<file path="config.mk">
export PLATFORM = sky130hd
export DESIGN_NAME = uart_bist_ctrl
export DESIGN_NICKNAME = d
export VERILOG_FILES = /design/src/rtl/uart_bist_pkg.sv /design/src/rtl/uart_bist_ctrl.sv
export SDC_FILE = /design/constraint.sdc
export NUM_CORES = 1
export LEC_CHECK = 0
export ABC_AREA = 1
export BUFFER_PORTS_ARGS = -buffer_cell sky130_fd_sc_hd__buf_2
export CAP_MARGIN = 20
export CORE_MARGIN = 4
export CORE_UTILIZATION = 52
export DETAILED_ROUTE_END_ITERATION = 7
export HOLD_SLACK_MARGIN = 0.15
export PLACE_DENSITY = 0.74
export SYNTH_ARGS = -nofsm -noshare
export SYNTH_HDL_FRONTEND = slang
export SYNTH_SLANG_ARGS = --single-unit
</file>
<file path="constraint.sdc">
create_clock -name i_Clock -period 4.65 [get_ports i_Clock]
set_input_delay 0.2325 -clock i_Clock [delete_from_list [all_inputs] [get_ports i_Clock]]
set_output_delay 0.2325 -clock i_Clock [all_outputs]
set_load 0.02 [all_outputs]
</file>
<file path="src/rtl/uart_bist_pkg.sv">
// Shared types and defaults for the UART loopback BIST sequencer.
package uart_bist_pkg;

  localparam int CNT_W              = 16;
  localparam int DEF_NUM_BYTES      = 256;
  localparam int DEF_TIMEOUT_CYCLES = 100000;

  typedef enum logic [2:0] {
    ST_IDLE,
    ST_SEND,
    ST_WAIT,
    ST_CHECK,
    ST_DONE
  } state_e;

endpackage

</file>
<file path="src/rtl/uart_bist_ctrl.sv">
// BIST sequencer: sends LFSR bytes through the UART loopback, compares the
// returned bytes and reports error/byte counts plus a pass flag.
module uart_bist_ctrl
  import uart_bist_pkg::*;
#(
  parameter int NUM_BYTES      = DEF_NUM_BYTES,
  parameter int TIMEOUT_CYCLES = DEF_TIMEOUT_CYCLES
) (
  input  logic             i_Clock,
  input  logic             i_Rst_L,
  input  logic             i_Start,
  output logic             o_Busy,
  output logic             o_Done,
  output logic             o_Pass,
  output logic [CNT_W-1:0] o_Err_Count,
  output logic [CNT_W-1:0] o_Byte_Count,
  output logic             o_Gen_Enable,
  input  logic [7:0]       i_Gen_Byte,
  output logic             o_Tx_DV,
  output logic [7:0]       o_Tx_Byte,
  input  logic             i_Tx_Done,
  input  logic             i_Rx_DV,
  input  logic [7:0]       i_Rx_Byte
);

  localparam int               TMO_W    = $clog2(TIMEOUT_CYCLES + 1);
  localparam logic [TMO_W-1:0] TMO_LAST = TMO_W'(TIMEOUT_CYCLES - 1);
  localparam logic [CNT_W-1:0] NB       = CNT_W'(NUM_BYTES);

  state_e             state_q, state_d;
  logic [TMO_W-1:0]   tmo_q, tmo_d;
  logic               tx_seen_q, tx_seen_d;
  logic               rx_seen_q, rx_seen_d;
  logic [7:0]         rx_byte_q, rx_byte_d;
  logic [7:0]         exp_byte_q, exp_byte_d;
  logic [7:0]         tx_byte_q, tx_byte_d;
  logic [CNT_W-1:0]   err_q, err_d;
  logic [CNT_W-1:0]   byte_q, byte_d;
  logic               pass_q, pass_d;
  logic               tx_dv_q, tx_dv_d;
  logic               busy_q, busy_d;
  logic               done_q, done_d;
  logic               expired;

  // tmo_q counts clocks since the TX strobe (0 during SEND), so WAIT ends
  // exactly TIMEOUT_CYCLES clocks after o_Tx_DV.
  assign expired = (tmo_q >= TMO_LAST);

  always_comb begin
    state_d    = state_q;
    tmo_d      = tmo_q;
    tx_seen_d  = tx_seen_q;
    rx_seen_d  = rx_seen_q;
    rx_byte_d  = rx_byte_q;
    exp_byte_d = exp_byte_q;
    tx_byte_d  = tx_byte_q;
    err_d      = err_q;
    byte_d     = byte_q;
    pass_d     = pass_q;

    case (state_q)
      ST_IDLE: begin
        if (i_Start) begin
          err_d   = '0;
          byte_d  = '0;
          pass_d  = 1'b0;
          state_d = ST_SEND;
        end
      end
      ST_SEND: begin
        tmo_d   = tmo_q + TMO_W'(1);
        state_d = ST_WAIT;
      end
      ST_WAIT: begin
        tmo_d = tmo_q + TMO_W'(1);
        if (i_Tx_Done) tx_seen_d = 1'b1;
        if (i_Rx_DV && !rx_seen_q) begin
          rx_seen_d = 1'b1;
          rx_byte_d = i_Rx_Byte;
        end
        if ((tx_seen_d && rx_seen_d) || expired) state_d = ST_CHECK;
      end
      ST_CHECK: begin
        if ((!rx_seen_q || (rx_byte_q != exp_byte_q)) && (err_q != '1))
          err_d = err_q + CNT_W'(1);
        byte_d = byte_q + CNT_W'(1);
        if (byte_d == NB) begin
          state_d = ST_DONE;
          pass_d  = (err_d == '0);
        end else begin
          state_d = ST_SEND;
        end
      end
      ST_DONE: state_d = ST_IDLE;
      default: state_d = ST_IDLE;
    endcase

    // Capture the generator byte on entry to SEND so o_Tx_Byte is already
    // valid while o_Tx_DV is high; the LFSR advances at the end of SEND.
    if (state_d == ST_SEND) begin
      exp_byte_d = i_Gen_Byte;
      tx_byte_d  = i_Gen_Byte;
      tmo_d      = '0;
      tx_seen_d  = 1'b0;
      rx_seen_d  = 1'b0;
    end

    tx_dv_d = (state_d == ST_SEND);
    busy_d  = (state_d == ST_SEND) || (state_d == ST_WAIT) || (state_d == ST_CHECK);
    done_d  = (state_d == ST_DONE);
  end

  always_ff @(posedge i_Clock) begin
    if (!i_Rst_L) begin
      state_q    <= ST_IDLE;
      tmo_q      <= '0;
      tx_seen_q  <= 1'b0;
      rx_seen_q  <= 1'b0;
      rx_byte_q  <= '0;
      exp_byte_q <= '0;
      tx_byte_q  <= '0;
      err_q      <= '0;
      byte_q     <= '0;
      pass_q     <= 1'b0;
      tx_dv_q    <= 1'b0;
      busy_q     <= 1'b0;
      done_q     <= 1'b0;
    end else begin
      state_q    <= state_d;
      tmo_q      <= tmo_d;
      tx_seen_q  <= tx_seen_d;
      rx_seen_q  <= rx_seen_d;
      rx_byte_q  <= rx_byte_d;
      exp_byte_q <= exp_byte_d;
      tx_byte_q  <= tx_byte_d;
      err_q      <= err_d;
      byte_q     <= byte_d;
      pass_q     <= pass_d;
      tx_dv_q    <= tx_dv_d;
      busy_q     <= busy_d;
      done_q     <= done_d;
    end
  end

  assign o_Busy       = busy_q;
  assign o_Done       = done_q;
  assign o_Pass       = pass_q;
  assign o_Err_Count  = err_q;
  assign o_Byte_Count = byte_q;
  assign o_Gen_Enable = tx_dv_q;
  assign o_Tx_DV      = tx_dv_q;
  assign o_Tx_Byte    = tx_byte_q;

endmodule

</file>
Word-level counts from Yosys, hierarchy flattened
Cells that the tools add are included.
{ "word_totals": {"register_bits": 74, "latchBits": 0, "ram_bits": 0, "romBits": 0, "inputBits": 21, "output_inout_bits": 45, "word_cells": 61, "memories": 0} }
{ "op_classes": {"n_addsub": 3, "n_mul": 0, "div_mod_pow": 0, "n_lt_le_gt_ge": 1, "n_eq_ne": 12, "shift": 0, "mux": 16, "bitwise": 1, "n_reduce_logical": 16} }
{ "op_table": {"columns": ["op", "n"], "rows": [
  ["one-hot mux 16 bit (2 select lines)", 2],
  ["2-to-1 mux 16 bit", 3],
  ["adder 16 x 1 -> 16 bit, second input constant", 2],
  ["adder 17 x 1 -> 17 bit, second input constant", 1],
  [">= comparator 17 bit, second input constant", 1],
  ["equality test 16 x 9 -> 1 bit, second input constant", 1],
  ["logical NOT 16 bit", 1],
  ["inequality test 16 bit, second input constant", 1],
  ["equality test 3 x 2 -> 1 bit, second input constant", 4],
  ["one-hot mux 3 bit (4 select lines)", 1],
  ["2-to-1 mux 3 bit", 3],
  ["inequality test 8 bit", 1],
  ["equality test 3 x 1 -> 1 bit, second input constant", 2],
  ["2-to-1 mux 1 bit", 6],
  ["logical OR 1 bit", 4],
  ["inequality test 2 bit, second input constant", 2],
  ["AND reduction 2 bit", 2],
  ["OR reduction 2 bit", 2],
  ["equality test 3 bit, second input constant", 1],
  ["logical AND 1 bit", 3],
  ["logical NOT 3 bit", 1],
  ["AND reduction 3 bit", 1],
  ["one-hot mux 1 bit (2 select lines)", 1],
  ["nonzero test 2 bit", 1],
  ["2 further kinds", 2]
]} }

Logic depth before layout (Yosys ltp)
Gate-level depths: netlist (run 1).
{ "logic_depth": {"word_depth": 11, "mapped_depth": 17, "mapped_depth_nobuf": 17} }

Worst setup path after synthesis (run 1)
Ideal clock, no wire load.
{ "synth_timing": {"path_type": "reg2reg", "startpoint": "register byte_q[0] (netlist: o_Byte_Count[0])", "endpoint": "register rx_seen_q", "setup_ns": 0.062, "t_arrival_ns": 2.043, "t_required_ns": 4.588, "setup_slack_ns": 2.544, "path_stages_with_launch": 15, "n_path_buf": 1, "synth_period_minus_slack_ns": 2.106, "path_cell_list": "dfxtp_1 ha_1 nand3_2 nor2_2 nand2_1 xor2_1 nand2_1 nor2_1 nand3_1 nand2_2 nand2_2 nand2_4 nand2_4 buf_12 nor2_2"} }
{ "synth_between": {"elab_chain_cells": 6} }
{ "synth_lines": {"columns": ["element", "line_no", "rtl"], "rows": [
  ["start, declared", "uart_bist_ctrl.sv:38", "logic [CNT_W-1:0] byte_q, byte_d;"],
  ["start signal, assigned", "uart_bist_ctrl.sv:137", "byte_q <= byte_d;"],
  ["adder 16 x 1 -> 16 bit", "uart_bist_ctrl.sv:86", "byte_d = byte_q + CNT_W'(1);"],
  ["equality test 16 x 9 -> 1 bit", "uart_bist_ctrl.sv:87", "if (byte_d == NB) begin"],
  ["2-to-1 mux 3 bit", "uart_bist_ctrl.sv:87", null],
  ["one-hot mux 3 bit (4 select lines)", "uart_bist_ctrl.sv:61", "case (state_q)"],
  ["equality test 3 x 1 -> 1 bit", "uart_bist_ctrl.sv:100", "if (state_d == ST_SEND) begin"],
  ["OR reduction 2 bit (no line)", null, null],
  ["end signal, assigned", "uart_bist_ctrl.sv:132", "rx_seen_q <= rx_seen_d;"],
  ["end, declared", "uart_bist_ctrl.sv:33", "logic rx_seen_q, rx_seen_d;"]
]} }
Every way passes these cells.
A chain may end at the register's enable or synchronous reset.

Worst setup path in the final report (run 1)
{ "layout_timing": {"startpoint": "register err_q[0] (netlist: o_Err_Count[0])", "endpoint": "register pass_q (netlist: o_Pass)"} }
{ "layout_between": {"elab_chain_cells": 7, "word_cells_on_any_way": 8, "classes_between": "add/sub: 1; eq/ne: 1; mux: 4; reduce/logical: 2"} }
{ "layout_lines": {"columns": ["element", "line_no", "rtl"], "rows": [
  ["start, declared", "uart_bist_ctrl.sv:37", "logic [CNT_W-1:0] err_q, err_d;"],
  ["start signal, assigned", "uart_bist_ctrl.sv:136", "err_q <= err_d;"],
  ["parallel branches: the longest is 2 deep, another holds adder 16 x 1 -> 16 bit", null, null],
  ["2-to-1 mux 16 bit *", "uart_bist_ctrl.sv:84", "if ((!rx_seen_q || (rx_byte_q != exp_byte_q)) && (err_q != '1))"],
  ["2-to-1 mux 16 bit *", "uart_bist_ctrl.sv:61", null],
  ["logical NOT 16 bit *", "uart_bist_ctrl.sv:89", "pass_d = (err_d == '0);"],
  ["2-to-1 mux 1 bit *", "uart_bist_ctrl.sv:87", null],
  ["one-hot mux 1 bit (2 select lines) *", "uart_bist_ctrl.sv:61", null],
  ["end signal, assigned", "uart_bist_ctrl.sv:138", "pass_q <= pass_d;"],
  ["end, declared", "uart_bist_ctrl.sv:39", "logic pass_q, pass_d;"]
]} }
Every way passes the cells marked *. The select of a mux whose other input is x is not followed.

==> results of run 1 <==
==> routing by layer <==
metal	global-route usage	vias up
li1	-	2230
met3	0.04357	16
met1	0.2943	1981
met5	0	-
met4	0.06603	0
met2	0.3628	177
==> final cells by class <==
cell class	count	area [µm²]
fill	759	2959
multi-input combinational	492	2399
sequential	74	1481
timing repair buffer	76	430.4
inverter	67	251.5
clock buffer	11	141.4
tap	102	127.6
clock inverter	3	17.52
==> metrics by stage <==
step	hold slack [ns]	worst slack [ns]	cell area, µm²
2_1_floorplan	0.3356	2.544	4222
3_3_place_gp	0.4192	2.031	4599
3_5_place_dp	0.4237	1.910	4599
4_1_cts	0.1501	1.867	4848
5_1_grt	0.1501	1.457	4848
6_report	0.1587	1.818	4848
==> critical path, delay by kind of cell, from the launching register on <==
family                     cells  cell delay (ns)
and+or+nand+nor                7             1.22
buffers and inverters          3             0.38
AOI/OAI and AO/OA              2             0.38
DFF                            1             0.48
adders and majority gates      1             0.29
==> sequential cells by signal (all words and copies together) (netlist names) <==
name	count
o_Gen_Enable	1
rx_seen_q	1
state_q	3
tx_seen_q	1
rx_byte_q	8
o_Done	1
o_Byte_Count	16
o_Err_Count	16
o_Pass	1
o_Busy	1
o_Tx_Byte	8
tmo_q	17
==> path summary, 6_finish.rpt <==
| kind | start | end | slack (ns) | depth (start not counted) |
|---|---|---|---|---|
| setup / recovery | o_Err_Count[0]$_SDFFE_PN0P_ | o_Pass$_SDFFE_PN0P_ | 1.82 | 13 |
| hold / removal | i_Rx_Byte[2] | rx_byte_q[2]$_SDFFE_PN0P_ | 0.16 | 3 |
| setup reg to reg | o_Err_Count[0]$_SDFFE_PN0P_ | o_Pass$_SDFFE_PN0P_ | 1.82 | 13 |
| hold reg to reg | rx_byte_q[3]$_SDFFE_PN0P_ | rx_byte_q[3]$_SDFFE_PN0P_ | 0.47 | 2 |
==> power by group <==
group	switching, mW	internal (mW)
Sequential	0.0162	0.652
Clock	0.229	0.201
Combinational	0.107	0.0496
==> cells by family (layout without fill, tap and decap cells) <==
group | Yosys count | in the layout | share of synthesized area
DFF | 74 | 74 | 0.3509
AOI/OAI and AO/OA | 74 | 74 | 0.08951
xor gates and xnor gates | 23 | 23 | 0.04950
and+or+nand+nor | 391 | 391 | 0.4167
adders and majority gates | 4 | 4 | 0.01186
buffers and inverters | 84 | 157 | 0.08151
==> cells in the mapped netlist (all sizes together) <==
library cell	instances	share of area
nand2	197	0.18
nor2	85	0.094
dfxtp	74	0.35
nand3	69	0.084
inv	67	0.060
a21oi	44	0.052
o21ai	25	0.030
xor2	16	0.033
nor3	14	0.017
nand4	13	0.019
clkbuf	11	0.0098
xnor2	7	0.016
buf	6	0.012
ha	4	0.012
o22ai	4	0.0059
or2	4	0.0059
nand3b	3	0.0053
nor3b	3	0.0053
nor4	3	0.0044
o21bai	1	0.0018
==> repair_timing <==
action,4_1_cts,5_1_grt
setup buffers,0,0
hold buffers,9,0
endpoints found under the hold margin,9,0
endpoints found under the setup margin,0,0
==> results.ini, run 1 <==
[run_status]
status = completed

[floorplan]
die-width_um = 98.10
num_rows = 32
die_area_um2 = 9624
initial_utilization = 0.5407
ioPinCount = 66
core_area_um2 = 7807
fp.dieH_um = 98.10

[layout]
final_common_cell = nand2_1
n_antenna_cell = 0
layout-drive-gt1-share = 0.1563
syn2layout_area_growth_pct = 14.85
num-nets-final = 745
fin_util = 0.6210
layoutNonFillerInstCount = 825
final_cell_mix = 190 x nand2_1, 74 x dfxtp_1, 67 x nor2_1, 67 x nand3_1, 66 x inv_1

[global_routing]
grt_pass1_vias = 3897
grtUsageTotal = 0.2210
grt_start_max_net_pins = 37
grt_first_pass_wirelength_um = 17900
antenna_found_initial = 0
grt_overflow_total = 0

[synth]
syn-cell-area_um2 = 4222
ys_ff_latch = 74
syn_inst = 650
yosysWarnings = 0
avgSynthCellArea_um2 = 6.495
synth-seq-area-share = 0.3509
synth.distinct_cells = 31
syn_nets = 675

[detailed_routing]
wl_met1_um = 4809
wl_per_cell_um = 12.89
routed_via_density = 5.338
topRoutingLayerUsed = met4
routed_wl_um = 10630
ant_nets = 0
drc_errors = 0
firstDrtPassIters = 5
wl_met2_um = 4951
drt_iter0_markers = 237
wl_met3_um = 732
vias = 4404

[sta]
fmax_ghz = 0.3531
fin_crit_sh = 0.6090
worstMarginPinSlew_ns = 0.6658
finalSetupTns_ns = 0
min_period_ns = 2.832
drv_slew = 0
rsz0062_at_grt = false
finalSetupViolCount = 0
hold_violations = 0
slew_headroom = 0.5555
fin_skew_ns = 0.008856

[hold_path]
hold_path_class = input port to register

[worst_setup_path]
arrival_ns = 3.10
cp_slowest_cell = dfxtp_1
start_kind = register
critPathMaxStageDelay_ns = 0.48
crit_chain = ha_1 -> nand3_1 -> inv_1 -> nand2_1 -> inv_1 -> nand3_1 -> nand2_1 -> inv_1 -> o21ai_0 -> nand3_1 -> nor2_1 -> nand2_1 -> a21oi_1
end_kind = register
critPathRequiredTime_ns = 4.92
crit_fanout = 11
worstSetupPathType = register to register

[power_and_ir_drop]
power_mw = 1.255
ir_worst_vdd_v = 0.0002315
power.static_leakage_nw = 2.011
pwr_density_cell_nw_per_um2 = 258.8

[clocking]
ctsLongestPathBuffers = 2
numCtsBuffers = 9
cts-resized-gates = 0
clock-root-buffer = clkbuf_8
htree_levels = 3
cts_tree = built
path_clk_slew_ns = 0.08
insertion_delay_ns = 0.34
clock_sink_count = 74

[placed_design]
dp.cells = 802
globalplace.congestion = 0.9088
post-dp-hpwl_um = 7652
port_buffers = 65

[flow_run]
drv_cap = 0

Power figures use the tool's default switching activity.
==> run 2: changes to the inputs <==
PLACE_DENSITY = 0.77   (was 0.74)
clock period = 2.3 ns   (was 4.65 ns; I/O delays follow)
==> run 2 against run 1 <==
Via count up 1.6%. Sequential share of layout area decreased by 1.7 points. Global-route usage is 1.5 points higher. Register-to-register slack got worse by 1.7 ns. Combinational power rose by 130%. Critical endpoint is now tmo_q[6]$_SDFFE_PP0P_. Worst setup slack lost 1.7 ns. Critical path type unchanged. Total power up 120%.
==> results.ini, run 2 (same netlist as run 1, synthesis figures left out) <==
[run_status]
status = completed

[detailed_routing]
ant_nets = 0
routed_wl_um = 11090
wl_met3_um = 566
vias = 4474
wl_met2_um = 5289
routed_via_density = 5.251
firstDrtPassIters = 5
topRoutingLayerUsed = met4
wl_met1_um = 5071
drc_errors = 0
wl_per_cell_um = 13.02
drt_iter0_markers = 215

[power_and_ir_drop]
seq_power_share = 0.492
p_sw_frac = 0.2684
clkPwrFrac = 0.378
p_int_mw = 2.006
power.static_leakage_nw = 2.150
p_sw_mw = 0.7360
combPwrFrac = 0.129
pwr_density_cell_nw_per_um2 = 531.9
ir_worst_vdd_v = 0.0004277

[clocking]
numCtsBuffers = 9
clock-root-buffer = clkbuf_8
cts_tree = built
clock_sink_count = 74
path_clk_slew_ns = 0.08
htree_levels = 3
insertion_delay_ns = 0.35
ctsLongestPathBuffers = 2

[floorplan]
core_area_um2 = 7807
fp.dieH_um = 98.10
die_area_um2 = 9624
ioPinCount = 66
die-width_um = 98.10
num_rows = 32
initial_utilization = 0.5407

[global_routing]
grt_start_max_net_pins = 37
grt_first_pass_wirelength_um = 19210
grtUsageTotal = 0.2360
grt_overflow_total = 0
grt_pass1_vias = 4348
antenna_found_initial = 0

[worst_setup_path]
cp_slowest_cell = dfxtp_2
worstSetupPathType = register to register
path_buf_inv = 0
arrival_ns = 2.40
crit_chain = ha_2 -> nand3_2 -> nor2_4 -> nand2_1 -> xor2_1 -> nand2_1 -> nor2_1 -> nand3_1 -> nand2_2 -> nand2_2 -> nand2_4 -> nand2_8 -> nor3_1
critPathMaxStageDelay_ns = 0.37
end_kind = register
r2r-start = o_Byte_Count[1]$_SDFFE_PN0P_
path_delay_family = simple AND/OR/NAND/NOR gates
critPathRequiredTime_ns = 2.57
start_kind = register
critPathLaunch = o_Byte_Count[1]$_SDFFE_PN0P_
crit_fanout = 17

[sta]
drv_slew = 0
worstMarginPinSlew_ns = 0.6911
fin_skew_ns = 0.01158
fin_crit_sh = 0.9284
fin_ws_ns = 0.1646
slew_headroom = 0.5386
hold_violations = 0
fmax_ghz = 0.4683
min_period_ns = 2.135
finalSetupViolCount = 0
finalSetupTns_ns = 0

[layout]
final_cell_mix = 189 x nand2_1, 69 x dfxtp_1, 66 x nand3_1
n_fill_cell = 724
n_antenna_cell = 0
num-nets-final = 770
final_common_cell = nand2_1
top_register = tmo_q
syn2layout_area_growth_pct = 22.11
fin_area_um2 = 5155
layoutNonFillerInstCount = 852
largest_reg_flops = 17
layout-drive-gt1-share = 0.1907

[hold_path]
hold_path_class = input port to register
hold_start = i_Start

[flow_run]
drv_cap = 0

[placed_design]
post-place-ws_ns = 0.04791
globalplace.congestion = 0.9084
dp.cells = 818
dpl_cell_area_um2 = 4720
port_buffers = 65
post-dp-hpwl_um = 7770

-- run 2: final cells by class --
class                           instances  area, µm²  area share
Tap cell                              102      127.6     0.02476
Inverter                               67      251.5     0.04879
Clock inverter                          2      35.03    0.006796
Timing Repair Buffer                  101      644.4      0.1250
Multi-Input combinational cell        492       2446      0.4745
Clock buffer                           14      162.7     0.03155
Sequential cell                        74       1488      0.2886
-- run 2: power groups by stage --
stage	clock [mW]	sequential (mW)	combinational, mW
detailed placement	0	1.38	0.320
floorplan	0	1.40	0.206
global route	1.12	1.36	0.395
CTS	1.06	1.35	0.344
global placement	0	1.38	0.314
finish	1.04	1.35	0.355
-- run 2: path summary, 6_finish.rpt --
path                                       end  slack (ns)  depth (start not counted)
setup / recovery         tmo_q[6]$_SDFFE_PP0P_        0.16                         13
hold / removal           state_q[0]$_SDFF_PN0_        0.24                          5
setup reg to reg         tmo_q[6]$_SDFFE_PP0P_        0.16                         13
hold reg to reg   o_Byte_Count[0]$_SDFFE_PN0P_        0.47                          1
-- run 2: timing repair --
| action | CTS | global route |
|---|---|---|
| setup buffers | 0 | 0 |
| endpoints found under the hold margin | 18 | 0 |
| setup endpoints to repair | 0 | 27 |
| hold buffers | 18 | 0 |
| resized for setup | 0 | 19 |
-- run 2: routing by layer --
layer / vias up / track usage
met5: - / 0
met4: 0 / 0.07987
met3: 16 / 0.04857
met2: 125 / 0.3906
met1: 2051 / 0.3064
li1: 2282 / -
-- run 2: per-stage QoR --
| step | utilization | power, mW | hold WS [ns] |
|---|---|---|---|
| 2_1_floorplan | - | 1.603 | 0.2181 |
| 3_3_place_gp | 0.6045 | 1.690 | 0.2997 |
| 3_5_place_dp | 0.6045 | 1.697 | 0.3072 |
| 4_1_cts | 0.6529 | 2.750 | 0.2232 |
| 5_1_grt | 0.6603 | 2.866 | 0.2804 |
| 6_report | 0.6603 | 2.742 | 0.2441 |
-- run 2: worst min-delay path: stages --
cell     delay (ns)
buf_2          0.08
nand3_1        0.07
inv_1          0.09
a21oi_1        0.07
a21oi_1        0.12
